--- config.mk ---
export PLATFORM = sky130hd
export DESIGN_NAME = instr_fetch
export DESIGN_NICKNAME = d
export VERILOG_FILES = /design/src/rtl/instr_fetch.sv
export SDC_FILE = /design/constraint.sdc
export NUM_CORES = 1
export LEC_CHECK = 0
export ABC_AREA = 0
export BUFFER_PORTS_ARGS = -buffer_cell sky130_fd_sc_hd__buf_4
export CAP_MARGIN = 40
export CORE_MARGIN = 3
export CORE_UTILIZATION = 38
export DETAILED_ROUTE_END_ITERATION = 8
export PLACE_DENSITY = 0.66
export SYNTH_ARGS = -nofsm -noshare
export SYNTH_HDL_FRONTEND = slang
export SYNTH_SLANG_ARGS = --single-unit
export TNS_END_PERCENT = 50
--- constraint.sdc ---
create_clock -name clk -period 9.5 [get_ports clk]
set_clock_uncertainty 0.05 [all_clocks]
set_input_delay 0.475 -clock clk [delete_from_list [all_inputs] [get_ports clk]]
set_output_delay 0.475 -clock clk [all_outputs]
set_load 0.05 [all_outputs]
--- src/rtl/instr_fetch.sv ---
// instr_fetch: instruction fetch unit with a single outstanding memory
// request and a first-word fall-through instruction buffer.
//
// Ports:
//   clk, reset          clock, synchronous active-high reset
//   o_mem_valid         read request valid (held until i_mem_ready)
//   o_mem_address       read request address
//   i_mem_ready         memory accepts the request
//   i_mem_res_valid     read response valid
//   i_mem_res_data      read response data
//   o_valid             instruction available to decode
//   o_instr, o_pc       head-of-buffer instruction and its address
//   i_ready             decode accepts the instruction
//   i_redirect          flush the buffer and restart fetch
//   i_redirect_pc       restart address (low word-offset bits ignored)
//   o_stall_cnt         decode-starvation counter
//
// Build option: define FETCH_STALL_CNT_EN to implement o_stall_cnt,
// otherwise it is tied to zero.

module instr_fetch #(
    parameter int                         ADDRESS_WIDTH = 32,
    parameter int                         DATA_WIDTH    = 32,
    parameter logic [ADDRESS_WIDTH-1:0]   RESET_PC      = '0,
    parameter int                         FIFO_DEPTH    = 2
) (
    input  logic                     clk,
    input  logic                     reset,
    output logic                     o_mem_valid,
    output logic [ADDRESS_WIDTH-1:0] o_mem_address,
    input  logic                     i_mem_ready,
    input  logic                     i_mem_res_valid,
    input  logic [DATA_WIDTH-1:0]    i_mem_res_data,
    output logic                     o_valid,
    output logic [DATA_WIDTH-1:0]    o_instr,
    output logic [ADDRESS_WIDTH-1:0] o_pc,
    input  logic                     i_ready,
    input  logic                     i_redirect,
    input  logic [ADDRESS_WIDTH-1:0] i_redirect_pc,
    output logic [31:0]              o_stall_cnt
);

    localparam int STRIDE = DATA_WIDTH / 8;
    localparam int OFFS_W = $clog2(STRIDE);
    localparam int PTR_W  = $clog2(FIFO_DEPTH);
    localparam int CNT_W  = PTR_W + 1;

    localparam logic [ADDRESS_WIDTH-1:0] ALIGN_MASK =
        {ADDRESS_WIDTH{1'b1}} << OFFS_W;
    localparam logic [CNT_W-1:0] DEPTH_C = CNT_W'(FIFO_DEPTH);

    typedef enum logic [1:0] {
        S_IDLE,
        S_REQ,
        S_WAIT,
        S_DROP
    } state_e;

    state_e                   state_q, state_d;
    logic [ADDRESS_WIDTH-1:0] pc_q, pc_d;
    logic [ADDRESS_WIDTH-1:0] req_addr_q, req_addr_d;

    logic [DATA_WIDTH-1:0]    fifo_data_q [FIFO_DEPTH];
    logic [ADDRESS_WIDTH-1:0] fifo_pc_q   [FIFO_DEPTH];
    logic [PTR_W-1:0]         wr_ptr_q, rd_ptr_q;
    logic [CNT_W-1:0]         count_q, count_d;

    logic push;
    logic pop;

    assign o_mem_valid   = (state_q == S_REQ);
    assign o_mem_address = pc_q;

    assign o_valid = (count_q != '0);
    assign o_instr = fifo_data_q[rd_ptr_q];
    assign o_pc    = fifo_pc_q[rd_ptr_q];

    // A pop in the redirect cycle still counts as consumed by decode;
    // the flush below then empties whatever is left.
    assign pop  = o_valid && i_ready;
    assign push = (state_q == S_WAIT) && i_mem_res_valid && !i_redirect;

    assign count_d = count_q + CNT_W'(push) - CNT_W'(pop);

    always_comb begin
        state_d    = state_q;
        pc_d       = pc_q;
        req_addr_d = req_addr_q;
        if (i_redirect) begin
            pc_d = i_redirect_pc & ALIGN_MASK;
            unique case (state_q)
                // A request handshaking in this very cycle will still
                // return data, which must be drained.
                S_REQ:  state_d = i_mem_ready ? S_DROP : S_IDLE;
                // A response in the redirect cycle is the stale one;
                // nothing else is left to drain.
                S_WAIT,
                S_DROP: state_d = i_mem_res_valid ? S_IDLE : S_DROP;
                default: state_d = S_IDLE;
            endcase
        end else begin
            unique case (state_q)
                S_IDLE: begin
                    if (count_q < DEPTH_C) state_d = S_REQ;
                end
                S_REQ: begin
                    if (i_mem_ready) begin
                        state_d    = S_WAIT;
                        req_addr_d = pc_q;
                        pc_d       = pc_q + ADDRESS_WIDTH'(STRIDE);
                    end
                end
                S_WAIT: begin
                    if (i_mem_res_valid) begin
                        state_d = (count_d < DEPTH_C) ? S_REQ : S_IDLE;
                    end
                end
                S_DROP: begin
                    if (i_mem_res_valid) state_d = S_IDLE;
                end
                default: state_d = S_IDLE;
            endcase
        end
    end

    always_ff @(posedge clk) begin
        if (reset) begin
            state_q    <= S_IDLE;
            pc_q       <= RESET_PC;
            req_addr_q <= RESET_PC;
        end else begin
            state_q    <= state_d;
            pc_q       <= pc_d;
            req_addr_q <= req_addr_d;
        end
    end

    always_ff @(posedge clk) begin
        if (reset) begin
            wr_ptr_q <= '0;
            rd_ptr_q <= '0;
            count_q  <= '0;
            for (int i = 0; i < FIFO_DEPTH; i++) begin
                fifo_data_q[i] <= '0;
                fifo_pc_q[i]   <= RESET_PC;
            end
        end else if (i_redirect) begin
            wr_ptr_q <= '0;
            rd_ptr_q <= '0;
            count_q  <= '0;
        end else begin
            if (push) begin
                fifo_data_q[wr_ptr_q] <= i_mem_res_data;
                fifo_pc_q[wr_ptr_q]   <= req_addr_q;
                wr_ptr_q              <= wr_ptr_q + PTR_W'(1);
            end
            if (pop) begin
                rd_ptr_q <= rd_ptr_q + PTR_W'(1);
            end
            count_q <= count_d;
        end
    end

`ifdef FETCH_STALL_CNT_EN
    logic [31:0] stall_cnt_q;

    always_ff @(posedge clk) begin
        if (reset) begin
            stall_cnt_q <= '0;
        end else if (i_ready && !o_valid && (stall_cnt_q != '1)) begin
            stall_cnt_q <= stall_cnt_q + 32'd1;
        end
    end

    assign o_stall_cnt = stall_cnt_q;
`else
    assign o_stall_cnt = '0;
`endif

endmodule

== Word-level counts from Yosys, hierarchy flattened ==
Memory sizes are Yosys's and may differ from the RTL's. A register that Yosys moved wholly into a read port is not among the register bits.
Index checks and enable logic that the tools add are counted.

* Memories kept: 2
* Register bits: 70
* Word-level logic and storage cells: 69
* Bits in writable memories: 128

{| class="wikitable"
|+ Memories
! name !! words !! bits a word !! rd ports !! clocked after Yosys merged registers in !! write ports !! line !! RTL
|-
| fifo_data_q || 2 || 32 || 1 || 1 || 2 || 63 || <nowiki>logic [DATA_WIDTH-1:0] fifo_data_q [FIFO_DEPTH];</nowiki>
|-
| fifo_pc_q || 2 || 32 || 1 || 1 || 2 || 64 || <nowiki>logic [ADDRESS_WIDTH-1:0] fifo_pc_q [FIFO_DEPTH];</nowiki>
|}

* Equal/unequal tests: 7
* Add/subtract/negate cells: 5
* $lt $le $gt $ge: 2
* Muxes and demuxes: 29
* Bitwise logic cells: 1
* Reduce and logical (&&, ||, !) cells: 16

{| class="wikitable"
|+ Operators with widths
! operator !! count
|-
| 32-bit 2-to-1 mux || 5
|-
| 32-bit OR reduction || 2
|-
| 32-bit by 3-bit adder with 32-bit output, second input constant || 1
|-
| 1-bit 2-to-1 mux || 15
|-
| 2-bit 2-to-1 mux || 7
|-
| 3-bit inequality test, second input constant || 3
|-
| 2-bit one-hot mux with 4 select lines || 1
|-
| 2-bit nonzero test || 3
|-
| 2-bit equality test, second input constant || 2
|-
| 2-bit less-than comparator, second input constant || 2
|-
| 2-bit one-hot mux with 2 select lines || 1
|-
| 2-bit AND reduction || 2
|-
| 4-bit AND reduction || 1
|-
| 2-bit OR reduction || 2
|-
| 1-bit logical AND || 3
|-
| 3-bit by 1-bit inequality test with 1-bit output, second input constant || 1
|-
| 3-bit AND reduction || 1
|-
| 1-bit adder, second input constant || 2
|-
| 2-bit by 1-bit adder with 2-bit output || 1
|-
| 2-bit by 1-bit equality test with 1-bit output, second input constant || 1
|-
| 2-bit zero test || 1
|-
| 2-bit by 1-bit subtractor with 2-bit output || 1
|-
| 1-bit zero test || 1
|-
| 1-bit inverter || 1
|}

== Logic depth before layout (Yosys ltp) ==
Gate-level depths: netlist of the first run.

* Word-level depth: 10
* Mapped depth: 10
* Mapped depth without buffers: 9

== Worst setup path after synthesis of the first run ==
No wires, ideal clock.

* Path kind: input -> register
* Start: input port i_redirect
* End: memory fifo_data_q[0][0], enable pin
* Buffers on the path: 1
* Slack: 5.099 ns
* Arrival time: 3.856 ns
* Stages: 4
* Setup time: 0.495 ns
* Path through: buf_2 -> nor2_1 -> nand3_1 -> o21bai_1

{| class="wikitable"
|+ RTL lines
! what !! line !! RTL
|-
| from (decl) || 38 || <nowiki>input logic i_redirect,</nowiki>
|-
| to (decl) || 63 ||
|}

==> summary.md, run 1 <==
| Metric | Value |
|---|---|
| Avg Vias per Cell | 4.881 |
| Initial antenna violation count | 0 |
| Total power | 1.882 mW |
| Final Cycle Share | 0.2910 |
| ANT cells | 0 |
| DIE HEIGHT | 158.6 µm |
| Filler cells | 2102 |
| # rows | 55 |
| Maximum VDD drop | 108.6 µV |
| Placed insts | 1216 |
| Most frequent cells in the layout | 168 x buf_4, 129 x and2_1, 124 x edfxtp_1, 80 x nand2_1, 66 x dfxtp_1 |
| P&R area growth vs syn | 22.28% |
| Internal | 1.375 mW |
| Hold path depth | 3 |
| Switch Pwr | 507.1 µW |
| Largest area contributor in the netlist | edfxtp_1 |
| Layout cells sized above 1 | 0.2941 |
| CTS H-tree lvls | 4 |
| NumNets Final | 995 |
| Cell area after synthesis | 0.008852 mm² |
| Die ar. | 0.02516 mm² |
| Pins Over Slew Limit | 0 |
| Initial Util | 0.3886 |
| #FFs+latches synth | 191 |
| Clock network fraction of design power | 0.376 |
| Crit path max fanout | 63 |
| Root buf cell | clkbuf_16 |
| Clock Path Buffers | 2 |
| Tmin final | 2.764 ns |
| Least-Margin Pin Slew | 0.8174 ns |
| Power share of the combinational group | 0.126 |
| Dpl hpwl | 12700 µm |
| Asr flop ratio synth | 0 |
| Post-synth EDFFs | 124 |
| Port Buffer Count | 161 |
| Worst Setup Path Type | register to register |
| Hold Path Class | primary input to register |
| WP data arrival | 2.81 ns |
| Fin Setup TNS | 0 ns |
| Overflow after GRT | 0 |
| Switching Share | 0.2695 |
| Routed WL | 20010 µm |
| First-pass GRT wire length | 30620 µm |
| Register share of total power | 0.499 |
| CTS Sinks | 191 |
| Run status | finished, final reports clean |
| Slew headroom | 0.4550 |
| TritonCTS buffer count | 17 |
| Drt pass-1 iters | 5 |
| # setup viols final | 0 |
| Number of global-route vias before repair | 5678 |
| Number of remaining DRC errors | 0 |
| Post-CTS setup buffer count | 0 |
| Antenna Nets Post-Route | 0 |
| Top-area cell type share of the netlist area | 0.4206 |
| Max Cap Violations | 0 |
| DRT iter0 DRCs | 360 |
| Post-Syn Instances | 788 |
| Ys Warns | 0 |
| Cts hold-fix bufs | 0 |
| Chip Width | 158.6 µm |
| Startpoint Class | register |
| Largest net degree at the start of global routing | 78 |
| Final core occ | 0.4752 |
| Worst R2R Path Depth | 7 |
| CTS tree | yes |
| Via count | 6092 |
| CTS clk-pin slew, worst paths | 0.07 ns |
| Most common cell after layout, fill and taps aside | buf_4 |
| Unrepaired setup endpoints after global routing | no |
| Worst Setup End Kind | register |
| Post-cts resize count | 0 |
| Average size of a mapped cell | 11.23 µm² |
| Total global-route track usage | 0.1561 |
| FMAX | 361.7 MHz |
| Worst Path Required | 9.55 ns |
| Dominant cells by area after synthesis | edfxtp_1 42%, dfxtp_1 15%, and2_1 9.1% |
| Core ar. | 0.02278 mm² |
| Wire per inst | 16.03 µm |
| Post-Layout Cell Count | 1248 |
| Cell variety after synth | 52 |
| P per Cell Area | 173.8 mW/mm² |
| IO Pins | 200 |
| Clk Latency, worst-skew pair | 0.43 ns |
| Primary FF master, synth | edfxtp_1 |
| Hold Vio Cnt, Final | 0 |
| Register area share after synthesis | 0.5722 |
| P_leak | 4.224 nW |
| GPL Wtd Cong | 0.8021 |
==> registers in the layout, indices dropped and copies added (netlist names), named ones only <==
signal / count
count_q: 2
state_q: 2
fifo_pc_q: 60
fifo_data_q: 64
wr_ptr_q: 1
o_mem_address: 30
rd_ptr_q: 1
req_addr_q: 30
==> metrics by stage <==
stage | area (µm²) | hold WS [ns] | worst slack (ns)
2_1_floorplan | 8984 | 0.3901 | 5.099
3_3_place_gp | 10150 | 0.3972 | 6.135
3_5_place_dp | 10230 | 0.4021 | 6.354
4_1_cts | 10820 | 0.2446 | 6.689
5_1_grt | 10820 | 0.2584 | 6.534
6_report | 10820 | 0.2658 | 6.736
==> synthesized netlist by cell type, types with 4 or more instances <==
cell type and number:
clkbuf_1 38, nand2_1 80, buf_2 6, nor3_1 11, and3_1 6, nor2_1 35, or3_1 6, o31ai_1 10
xor2_1 6, a21oi_1 38, buf_4 39, inv_1 7, mux2_2 62, edfxtp_1 124, nand4_1 9, nand3_1 14
o21ai_0 9, a211oi_1 9, a311oi_1 11, nor3b_1 4, buf_1 6, xnor2_1 6, or4_1 13, dfxtp_1 67
and2_1 129, and4_1 4
==> critical path, cell delays in order, from the launching register on <==
cell and delay (ns):
dfxtp_1 0.39, nor2_1 0.20, nand3_1 0.27, nor3b_4 0.23, buf_4 0.53, or2_2 0.21, buf_4 0.20, buf_16 0.30
==> kinds of logic after synthesis <==
group,count (synthesis),share of synthesized area
and+or+nand+nor,331,0.2065
DFF,191,0.5722
buffers and inverters,99,0.06106
AOI/OAI and AO/OA,88,0.06375
muxes,63,0.08000
xor gates and xnor gates,12,0.01187
adders and majority gates,3,0.004241
other,1,0.0004236
==> area by class of cell <==
| cell class | count | area, µm² | area share |
|---|---|---|---|
| clock buffer | 19 | 464.2 | 0.04289 |
| clock inverter | 13 | 125.1 | 0.01156 |
| inverter | 8 | 30.03 | 0.002774 |
| multi-input combinational | 533 | 3403 | 0.3144 |
| sequential | 191 | 5066 | 0.4680 |
| tap | 313 | 391.6 | 0.03618 |
| timing repair buffer | 171 | 1344 | 0.1241 |
==> metal layers <==
metal,wire length (µm),track usage,vias up
met1,9375,0.2114,2919
met2,9061,0.2496,189
li1,-,-,2978
met3,1463,0.04349,6
met5,0,0,-
met4,105,0.03728,0
==> power by group through the flow <==
stage               clock, mW  sequential [mW]  combinational (mW)
detailed placement          0            0.956               0.238
floorplan                   0            0.978               0.147
global placement            0            0.955               0.234
CTS                     0.727            0.938               0.239
finish                  0.707            0.938               0.237
global route            0.763            0.942               0.251
==> final timing paths <==
| path | from | slack (ns) | endpoint |
|---|---|---|---|
| setup / recovery | state_q[0] | 6.74 | fifo_data_q[1][29] |
| hold / removal | i_redirect_pc[20] | 0.27 | o_mem_address[20] |
| setup reg to reg | state_q[0] | 6.74 | fifo_data_q[1][29] |
| hold reg to reg | req_addr_q[30] | 0.41 | req_addr_q[30] |
No activity file was read; power rests on OpenSTA's default activity.
==> run 2, diff against run 1 <==
==> constraint.sdc (replaced) <==
create_clock -name clk -period 2.6 [get_ports clk]
set_clock_uncertainty 0.05 [all_clocks]
set_input_delay 0.13 -clock clk [delete_from_list [all_inputs] [get_ports clk]]
set_output_delay 0.13 -clock clk [all_outputs]
set_load 0.05 [all_outputs]
==> summary.md, run 2 (synthesis results as in run 1) <==
| Metric | Value |
|---|---|
| GRT met2 Usage | 0.2531 |
| Fin Setup TNS | 0 ns |
| Most used routing layer | met2 |
| DRT iter0 DRCs | 435 |
| P_leak | 4.486 nW |
| Final Cycle Share | 0.8969 |
| Switching Share | 0.2713 |
| Worst Path Required | 2.89 ns |
| Least-Margin Pin Slew | 0.5997 ns |
| Run status | finished, final reports clean |
| DP Area | 0.01026 mm² |
| Initial antenna violation count | 0 |
| Clock Path Buffers | 2 |
| Chip Width | 158.6 µm |
| Largest register FFs | 64 |
| Biggest register | fifo_data_q |
| Root buf cell | clkbuf_16 |
| Routed WL | 21070 µm |
| Antenna Nets Post-Route | 0 |
| IO Pins | 200 |
| Avg Vias per Cell | 4.863 |
| Pins Over Slew Limit | 0 |
| Number of remaining DRC errors | 0 |
| Crit path max fanout | 16 |
| Number of global-route vias before repair | 5952 |
| Met1 usage | 0.2322 |
| Max Cap Violations | 0 |
| Power share of the combinational group | 0.136 |
| Port Buffer Count | 161 |
| DIE HEIGHT | 158.6 µm |
| Die ar. | 0.02516 mm² |
| CTS Sinks | 191 |
| # setup viols final | 0 |
| Unrepaired setup endpoints after global routing | no |
| Register share of total power | 0.491 |
| Internal | 5.086 mW |
| # rows | 55 |
| ANT cells | 0 |
| Most common cell after layout, fill and taps aside | buf_4 |
| CTS tree | yes |
| TritonCTS buffer count | 17 |
| Hold Vio Cnt, Final | 0 |
| Clock network fraction of design power | 0.373 |
| Clk Latency, worst-skew pair | 0.43 ns |
| Hold Path Class | primary input to register |
| WP data arrival | 2.63 ns |
| Seq. cell area | 0.005066 mm² |
| Layout cells sized above 1 | 0.2798 |
| CTS clk-pin slew, worst paths | 0.07 ns |
| Worst Setup End Kind | register |
| Worst Setup Path Type | register to register |
| Largest net degree at the start of global routing | 63 |
| Final core occ | 0.5024 |
| P per Cell Area | 609.9 mW/mm² |
| Hold WS | 0.03041 ns |
| Total power | 6.979 mW |
| Switch Pwr | 1.893 mW |
| NumNets Final | 1057 |
| Dpl hpwl | 13480 µm |
| P&R area growth vs syn | 29.27% |
| Filler cells | 2044 |
| Initial Util | 0.3886 |
| First-pass GRT wire length | 32150 µm |
| Post-layout instance area | 0.01144 mm² |
| Multi-input logic area | 0.003406 mm² |
| Maximum VDD drop | 350.3 µV |
| GPL Wtd Cong | 0.8196 |
| Top flop regs | fifo_data_q (64), fifo_pc_q (60) |
| Most frequent cells in the layout | 169 x buf_4, 129 x and2_1, 124 x edfxtp_1, 80 x nand2_1, 66 x dfxtp_1 |
| Via count | 6371 |
| Startpoint Class | register |
| Total global-route track usage | 0.1640 |
| CTS H-tree lvls | 4 |
| FMAX | 428.8 MHz |
| Overflow after GRT | 0 |
| Wire per inst | 16.08 µm |
| Tmin final | 2.332 ns |
| Slew headroom | 0.6002 |
| M3 GR Usage | 0.03887 |
| Drt pass-1 iters | 5 |
| Core ar. | 0.02278 mm² |
-- run 2: final timing paths --
| check | start | endpoint | slack, ns | depth (start not counted) |
|---|---|---|---|---|
| setup / recovery | o_mem_address[2] | o_mem_address[22] | 0.27 | 5 |
| hold / removal | i_redirect_pc[30] | o_mem_address[30] | 0.03 | 5 |
| setup reg to reg | o_mem_address[2] | o_mem_address[22] | 0.27 | 5 |
| hold reg to reg | req_addr_q[18] | req_addr_q[18] | 0.41 | 2 |
-- run 2: area by class of cell --
| type | count | area share |
|---|---|---|
| inverter | 8 | 0.002624 |
| timing repair buffer | 233 | 0.1712 |
| clock inverter | 12 | 0.01072 |
| tap | 313 | 0.03422 |
| multi-input combinational | 533 | 0.2976 |
| sequential | 191 | 0.4427 |
| clock buffer | 20 | 0.04089 |
-- run 2: per-stage QoR --
step                      worst slack, ns  instances
final                              0.2681       1310
after global routing              0.09118       1310
after CTS                          0.2835       1310
after detailed placement           0.3099       1219
after global placement             0.4169       1219
after floorplan                    0.1370        823
-- run 2: routing by layer --
metal | up-vias | routed length, µm
met2 | 216 | 9580
met4 | 0 | 185
met3 | 18 | 1547
met1 | 3037 | 9754
li1 | 3100 | -
met5 | - | 0
-- run 2: critical path, cell delays in order (launching register included) --
cell and delay, ns:
dfxtp_1 0.45, ha_1 0.22, and4b_1 0.38, nand3_2 0.32
or4_1 0.57, a311oi_1 0.25
-- run 2: power groups by stage --
stage | clock network [mW] | logic (mW) | registers [mW]
finish | 2.60 | 0.951 | 3.42
global route | 2.78 | 1.01 | 3.44
CTS | 2.67 | 0.954 | 3.42
detailed placement | 0 | 0.881 | 3.49
global placement | 0 | 0.880 | 3.49
floorplan | 0 | 0.538 | 3.57
-- run 2: repair_timing --
| item | CTS | global route |
|---|---|---|
| setup buffers | 0 | 0 |
| hold endpoints to repair | 91 | 0 |
| hold buffers | 59 | 0 |
| endpoints found under the setup margin | 0 | 0 |
| gates resized for setup | 0 | 0 |
==> run 3, diff against run 2 <==
--- a/config.mk
+++ b/config.mk
@@ -6,12 +6,13 @@
 export NUM_CORES = 1
 export LEC_CHECK = 0
 export ABC_AREA = 0
-export BUFFER_PORTS_ARGS = -buffer_cell sky130_fd_sc_hd__buf_4
+export BUFFER_PORTS_ARGS = -buffer_cell sky130_fd_sc_hd__buf_2
 export CAP_MARGIN = 40
 export CORE_MARGIN = 3
 export CORE_UTILIZATION = 38
 export DETAILED_ROUTE_END_ITERATION = 8
 export PLACE_DENSITY = 0.66
+export REMOVE_ABC_BUFFERS = 1
 export SYNTH_ARGS = -nofsm -noshare
 export SYNTH_HDL_FRONTEND = slang
 export SYNTH_SLANG_ARGS = --single-unit
==> summary.md, run 3 (synthesis results as in run 1) <==
| Metric | Value |
|---|---|
| CTS H-tree lvls | 4 |
| Chip Width | 158.6 µm |
| Most frequent cells in the layout | 161 x buf_2, 129 x and2_1, 124 x edfxtp_1, 80 x nand2_1, 66 x dfxtp_1 |
| Worst Setup Path Type | register to register |
| Clk Latency, worst-skew pair | 0.43 ns |
| Run status | finished, final reports clean |
| Highest routed metal layer | met4 |
| Post-CTS setup buffer count | 0 |
| First-pass GRT wire length | 31530 µm |
| Most common cell after layout, fill and taps aside | buf_2 |
| Hold Path Class | primary input to register |
| ANT cells | 0 |
| P per Cell Area | 634.5 mW/mm² |
| FMAX | 427.7 MHz |
| Via count | 6344 |
| Top flop regs | fifo_data_q (64), fifo_pc_q (60) |
| CTS tree | yes |
| Reg2Reg Setup Slack | 0.26 ns |
| Port Buffer Count | 161 |
| Clock Path Buffers | 2 |
| Total global-route track usage | 0.1636 |
| Number of remaining DRC errors | 0 |
| Crit path max fanout | 16 |
| Die ar. | 0.02516 mm² |
| Drt pass-1 iters | 5 |
| Least-Margin Pin Slew | 0.6504 ns |
| Max Cap Violations | 0 |
| DP Worst Slack | 0.2604 ns |
| Startpoint Class | register |
| Root buf cell | clkbuf_16 |
| Largest net degree at the start of global routing | 63 |
| Dpl hpwl | 13420 µm |
| GPL Wtd Cong | 0.7499 |
| Wire per inst | 16.16 µm |
| P_leak | 4.399 nW |
| Met3 routed WL | 1277 µm |
| Worst Setup End Kind | register |
| Maximum VDD drop | 306.9 µV |
| Slew headroom | 0.5664 |
| Antenna Nets Post-Route | 0 |
| TritonCTS buffer count | 17 |
| Post-Layout Cell Count | 1313 |
| Unrepaired setup endpoints after global routing | no |
| Initial Util | 0.3886 |
| Overflow after GRT | 0 |
| CTS Sinks | 191 |
| P&R area growth vs syn | 25.22% |
| NumNets Final | 1060 |
| Core ar. | 0.02278 mm² |
| Routed WL | 21220 µm |
| # setup viols final | 0 |
| # rows | 55 |
| Met1 wire length | 9670 µm |
| Post-cts resize count | 0 |
| IO Pins | 200 |
| Worst Path Required | 2.89 ns |
| Met2 wire length | 9884 µm |
| Avg Vias per Cell | 4.832 |
| WP data arrival | 2.63 ns |
| Fin Setup TNS | 0 ns |
| DIE HEIGHT | 158.6 µm |
| Final WS setup | 0.2622 ns |
| Largest register FFs | 64 |
| DRT iter0 DRCs | 441 |
| Pins Over Slew Limit | 0 |
| Layout cells sized above 1 | 0.2820 |
| Tmin final | 2.338 ns |
| Final Cycle Share | 0.8992 |
| Number of global-route vias before repair | 5858 |
| Hold Vio Cnt, Final | 0 |
| Initial antenna violation count | 0 |
| Total power | 7.033 mW |
| CTS clk-pin slew, worst paths | 0.08 ns |
| Placed insts | 1222 |
| Biggest register | fifo_data_q |
-- run 3: power breakdown --
part / internal, mW / switching [mW]
logic: 0.255 / 0.631
clock network: 1.61 / 1.12
registers: 3.33 / 0.0807
total: 5.20 / 1.83
-- run 3: worst paths after layout --
check / from / end / depth (start not counted)
worst max-delay path: o_mem_address[2] / o_mem_address[22] / 5
worst min-delay path: i_redirect_pc[23] / o_mem_address[23] / 5
worst max register to register: o_mem_address[2] / o_mem_address[22] / 5
worst min register to register: req_addr_q[19] / req_addr_q[19] / 2
-- run 3: repair_timing --
action	in CTS	in global routing
hold buffers	59	0
setup endpoints to repair	0	0
endpoints found under the hold margin	91	0
-- run 3: cell type report --
type                    instances  area, µm²
fillers                      2045      11690
clock buffers                  18      429.2
clock inverters                14      187.7
inverters                       8      30.03
well taps                     313      391.6
multi-input cells             533       3411
repair buffers                236       1567
flip-flops and latches        191       5069
-- run 3: critical path: stages, from the launching register on --
cell,delay [ns]
dfxtp_1,0.43
ha_1,0.20
and4b_1,0.38
nand3_2,0.36
or4_1,0.58
a311oi_1,0.25
-- run 3: metal layers --
metal | up-vias | global-route usage
li1 | 3115 | -
met1 | 3013 | 0.2171
met2 | 188 | 0.2668
met3 | 28 | 0.03398
met4 | 0 | 0.05653
met5 | - | 0
-- run 3: stage by stage --
step                      utilization  hold slack (ns)  area [µm²]
final                          0.4866          0.02062       11080
after global routing           0.4866          0.05232       11080
after CTS                      0.4866         0.008680       11080
after detailed placement       0.4336           0.3675        9877
after global placement         0.4336           0.3579        9877
after floorplan                     -           0.1491        8473
